==> config.mk <==
export PLATFORM = sky130hd
export DESIGN_NAME = booth_acc
export DESIGN_NICKNAME = d
export VERILOG_FILES = /design/src/rtl/booth_pkg.sv /design/src/rtl/booth_acc_add.sv /design/src/rtl/booth_acc.sv
export SDC_FILE = /design/constraint.sdc
export NUM_CORES = 1
export LEC_CHECK = 0
export ABC_AREA = 0
export CAP_MARGIN = 20
export CELL_PAD_IN_SITES_DETAIL_PLACEMENT = 0
export CELL_PAD_IN_SITES_GLOBAL_PLACEMENT = 1
export CORE_UTILIZATION = 41
export CTS_BUF_LIST = sky130_fd_sc_hd__clkbuf_4 sky130_fd_sc_hd__clkbuf_8
export DETAILED_ROUTE_END_ITERATION = 8
export MAX_ROUTING_LAYER = met4
export PLACE_DENSITY_LB_ADDON = 0.15
export SYNTH_ARGS = -nofsm -noshare
export SYNTH_HDL_FRONTEND = slang
export SYNTH_SLANG_ARGS = --single-unit
==> constraint.sdc <==
create_clock -name clk -period 3.1 [get_ports clk]
set_clock_uncertainty 0.1 [all_clocks]
set_input_delay 0.93 -clock clk [delete_from_list [all_inputs] [get_ports clk]]
set_output_delay 0.93 -clock clk [all_outputs]
set_load 0.05 [all_outputs]
==> src/rtl/booth_pkg.sv <==
// Shared constants and FSM state type for the Booth product accumulator.
// PROD_W/OP_W describe the upstream 8x8 Booth multiplier interface.
package booth_pkg;

  localparam int PROD_W = 16;
  localparam int OP_W   = 8;

  typedef enum logic [1:0] {
    IDLE  = 2'd0,
    ACCUM = 2'd1,
    DONE  = 2'd2
  } state_e;

endpackage

==> src/rtl/booth_acc_add.sv <==
// Combinational accumulate step: sign-extend p, add, flag signed overflow.
// Ports: acc_i, p_i in; sum_o, ovf_o out. BOOTH_ACC_SAT_EN clamps on ovf.
module booth_acc_add
  import booth_pkg::*;
#(
  parameter int ACC_W = 24
) (
  input  logic [ACC_W-1:0]  acc_i,
  input  logic [PROD_W-1:0] p_i,
  output logic [ACC_W-1:0]  sum_o,
  output logic              ovf_o
);

  logic [ACC_W:0] acc_x;
  logic [ACC_W:0] p_x;
  logic [ACC_W:0] sum_x;

  assign acc_x = {acc_i[ACC_W-1], acc_i};
  assign p_x   = {{(ACC_W+1-PROD_W){p_i[PROD_W-1]}}, p_i};
  assign sum_x = acc_x + p_x;

  // The two top bits disagree exactly when operand signs match
  // and the ACC_W-bit result sign flipped.
  assign ovf_o = sum_x[ACC_W] ^ sum_x[ACC_W-1];

`ifdef BOOTH_ACC_SAT_EN
  always_comb begin
    sum_o = sum_x[ACC_W-1:0];
    if (ovf_o) begin
      if (p_i[PROD_W-1])
        sum_o = {1'b1, {(ACC_W-1){1'b0}}};
      else
        sum_o = {1'b0, {(ACC_W-1){1'b1}}};
    end
  end
`else
  assign sum_o = sum_x[ACC_W-1:0];
`endif

endmodule

==> src/rtl/booth_acc.sv <==
// Dot-product accumulator behind a Booth multiplier, valid/ready result port.
// Ports: start/len job setup, p/p_valid/p_ready in, acc_out/out_valid/out_ready.
module booth_acc
  import booth_pkg::*;
#(
  parameter int ACC_W = 24,
  parameter int CNT_W = 8
) (
  input  logic              clk,
  input  logic              rst_n,
  input  logic              start,
  input  logic [CNT_W-1:0]  len,
  input  logic [PROD_W-1:0] p,
  input  logic              p_valid,
  output logic              p_ready,
  output logic [ACC_W-1:0]  acc_out,
  output logic              out_valid,
  input  logic              out_ready,
  output logic              busy,
  output logic              ovf
);

  state_e           state_q, state_d;
  logic [ACC_W-1:0] acc_q, acc_d;
  logic             ovf_q, ovf_d;
  logic [CNT_W-1:0] cnt_q, cnt_d;
  logic [CNT_W-1:0] len_q, len_d;

  logic [ACC_W-1:0] add_sum;
  logic             add_ovf;
  logic [CNT_W-1:0] cnt_nxt;

  booth_acc_add #(
    .ACC_W(ACC_W)
  ) u_add (
    .acc_i(acc_q),
    .p_i  (p),
    .sum_o(add_sum),
    .ovf_o(add_ovf)
  );

  assign cnt_nxt = cnt_q + CNT_W'(1);

  always_comb begin
    state_d = state_q;
    acc_d   = acc_q;
    ovf_d   = ovf_q;
    cnt_d   = cnt_q;
    len_d   = len_q;
    unique case (state_q)
      IDLE: begin
        if (start) begin
          acc_d   = '0;
          ovf_d   = 1'b0;
          cnt_d   = '0;
          len_d   = len;
          state_d = (len == '0) ? DONE : ACCUM;
        end
      end
      ACCUM: begin
        if (p_valid) begin
          acc_d = add_sum;
          ovf_d = ovf_q | add_ovf;
          cnt_d = cnt_nxt;
          if (cnt_nxt == len_q)
            state_d = DONE;
        end
      end
      DONE: begin
        if (out_ready)
          state_d = IDLE;
      end
      default: state_d = IDLE;
    endcase
  end

  always_ff @(posedge clk or negedge rst_n) begin
    if (!rst_n) begin
      state_q <= IDLE;
      acc_q   <= '0;
      ovf_q   <= 1'b0;
      cnt_q   <= '0;
      len_q   <= '0;
    end else begin
      state_q <= state_d;
      acc_q   <= acc_d;
      ovf_q   <= ovf_d;
      cnt_q   <= cnt_d;
      len_q   <= len_d;
    end
  end

  assign p_ready   = (state_q == ACCUM);
  assign out_valid = (state_q == DONE);
  assign busy      = (state_q != IDLE);
  assign acc_out   = acc_q;
  assign ovf       = ovf_q;

endmodule

==> impl_metrics.toml <==
[run_status]
status = "completed"

[place]
place_ws_ns = -0.449
place_hpwl_mm = 6.35
port_buffers = 56
gp_congestion = 0.884

[hold_path]
hold_end = "acc_out[13]$_DFFE_PN0P_"
whs_path_depth = 2
hp-class = "flip-flop to flip-flop"
hold_start = "acc_out[13]$_DFFE_PN0P_"

[route]
drt_pass1_iterations = 4
drt_iter0_drc = 117
post-route-drc-count = 0
vias = 3074
avgRoutedWirePerCell_um = 14.6
vias_per_cell = 5.36
routed_wl_mm = 8.38
ant_nets = 0

[clock_network]
root_buffer = "clkbuf_8"
clk_pin_slew_ns = 0.09
insertion_delay_ns = 0.31
cts_buffer_depth = 2
cts_tree = "yes"
numCtsBuffers = 5
cts.sinks = 43
htreeDepth = 2
ctsHoldBuffers = 0

[global_routing]
grtUsageTotal_pct = 22.7
antenna_found_initial = 0
use_met2_pct = 37.2
grt_pass1_vias = 2901
grt_pass1_wl_mm = 13.6
grt-ovfl-total = 0
grtUsageMet3_pct = 3.42
top_usage_layer = "met2"
grt_use_met1_pct = 29.6
grt_max_degree = 44

[critical_path]
criticalPathCategory = "primary input to flip-flop"
regToRegSetupSlack_ns = 0.51
r2r_cells = 11
path_max_fanout = 3
r2r-end = "acc_out[22]$_DFFE_PN0P_"
cp.required_ns = 3.20
end_kind = "flip-flop"
arrival_ns = 3.08
crit_path_start_kind = "primary input"
crit-reg2reg-launch = "acc_out[0]$_DFFE_PN0P_"

[layout]
final_cell_mix = "71 x buf_4, 50 x clkdlybuf4s50_1, 46 x nand2_1"
final_common_cell = "buf_4"
syn_to_final_growth_pct = 46.3
nNetsFinal = 529
diodes = 0
drive_gt1_share_pct = 24.0
fill_cells = 645

[logic_synthesis]
post_synth_instance_area_um2 = 3140
synth_nets = 407
ys_types = 54
synth_async_sr_flop_share_pct = 100
synth.avg_cell_area_um2 = 8.91
syn_inst = 352
synth_edf_count = 0
ys_seq_elements = 43
synth_ff_type = "dfrtp_1"
ys_warn_count = 0
synth.yosys.seq_area_share_pct = 34.3

[power_and_ir_drop]
switching_power_uw = 2190
power_frac_clock_pct = 11.3
comb_power_share_pct = 68.3
pwr-share-seq_pct = 20.5
total_power_uw = 4800
swShare_pct = 45.7
p_leak_uw = 0.00208
vdd.ir_drop.worst_mv = 0.768
powerDensity_nw_per_um2 = 1050
p_int_uw = 2610

[sta]
timing.fmax_mhz = 335
finalCritPeriodShare_pct = 96.3
finalMaxSlewViolations = 0
tightest_slew_ns = 0.586
slew-limit-headroom_pct = 60.9
layout_setup_ws_ns = 0.115
holdWs_ns = 0.409
finalHoldViolCount = 0
min_period_ns = 2.99
finalSetupViolations = 0

[floorplan]
num_io_pins = 57
core_um2 = 7330
start_util_pct = 42.8
row_count = 31
die-width_um = 89.5
die_area_um2 = 8000
die_h_um = 89.5

[run]
cap_violations = 0
## kinds of logic after synthesis
family / after synthesis / synth area share, %
AOI/OAI and AO/OA: 113 / 24.2
and+or+nand+nor: 110 / 16.8
DFF: 43 / 34.3
xor gates and xnor gates: 29 / 8.10
adders and majority gates: 26 / 10.6
buffers and inverters: 22 / 2.75
muxes: 9 / 3.19
## worst max-delay path: stages
cell,delay [ns]
clkdlybuf4s15_1,0.17
ha_2,0.19
fa_2,0.36
a211oi_2,0.18
nor2_1,0.09
o31a_1,0.34
a31oi_4,0.21
buf_6,0.13
buf_6,0.09
o31ai_4,0.07
xnor2_1,0.22
o21ai_1,0.09
## what timing repair did
| item | CTS | global route |
|---|---|---|
| pin swaps | 10 | 12 |
| endpoints found under the setup margin | 7 | 11 |
| gates resized for setup | 9 | 18 |
| setup buffers | 3 | 2 |
## through the flow
step	std cells	cell area, µm²	util [%]	TNS [ns]
finish	574	4590	62.6	0
global route	574	4590	62.6	-0.00247
CTS	572	4490	61.2	0
detailed placement	561	4300	58.6	-4.34
global placement	561	4300	58.6	-4.10
floorplan	352	3140	-	0
## area by class of cell
type                       count  area, µm²  share of cell area [%]
multi-input combinational    287       2080                    45.4
timing repair buffer         131       1150                    25.0
sequential                    43       1080                    23.4
tap                           99        124                    2.70
clock buffer                   6       76.3                    1.66
clock inverter                 2       60.1                    1.31
inverter                       6       22.5                   0.491
## power groups by stage
stage	clock (µW)	combinational (µW)	sequential [µW]
after floorplan	0	1540	1400
after global placement	0	3110	980
after detailed placement	0	3130	987
after CTS	553	3190	979
after global routing	574	3570	1020
final	541	3280	982
## registers in the layout, summed over array words and instances, names as in the netlist
register,flops
state_q,2
cnt_q,8
len_q,8
acc_out,24
ovf,1
## Yosys cell counts, types with 10 or more instances
cell type / instances / area share, %
a21o_1: 10 / 2.4
a21oi_1: 16 / 2.6
clkbuf_1: 13 / 1.6
dfrtp_1: 43 / 34
ha_1: 25 / 10
nand2_1: 46 / 5.5
nand3_1: 15 / 2.4
nor2_1: 14 / 1.7
o21ai_0: 27 / 4.3
o21ai_1: 13 / 2.1
xnor2_1: 19 / 5.3
xor2_1: 10 / 2.8
## metal layers
metal  vias up  wire [µm]
met2        61       4040
met4         0        133
li1       1544          -
met3        13        247
met1      1456       3960
met5         -          0
## how the worst max path moves through the flow
stage          startpoint                 endpoint  slack, ns  depth (start not counted)
2_1_floorplan        p[0]          ovf$_DFFE_PN0P_       0.02                          9
4_1_cts              p[0]          ovf$_DFFE_PN0P_      0.006                         10
3_3_place_gp         p[0]          ovf$_DFFE_PN0P_      -0.43                         10
5_1_grt              p[0]  acc_out[22]$_DFFE_PN0P_     -0.002                         12
3_5_place_dp         p[0]          ovf$_DFFE_PN0P_      -0.45                         10
6_report             p[0]  acc_out[22]$_DFFE_PN0P_       0.11                         12
Note: power is estimated with default switching activity, not from simulation.
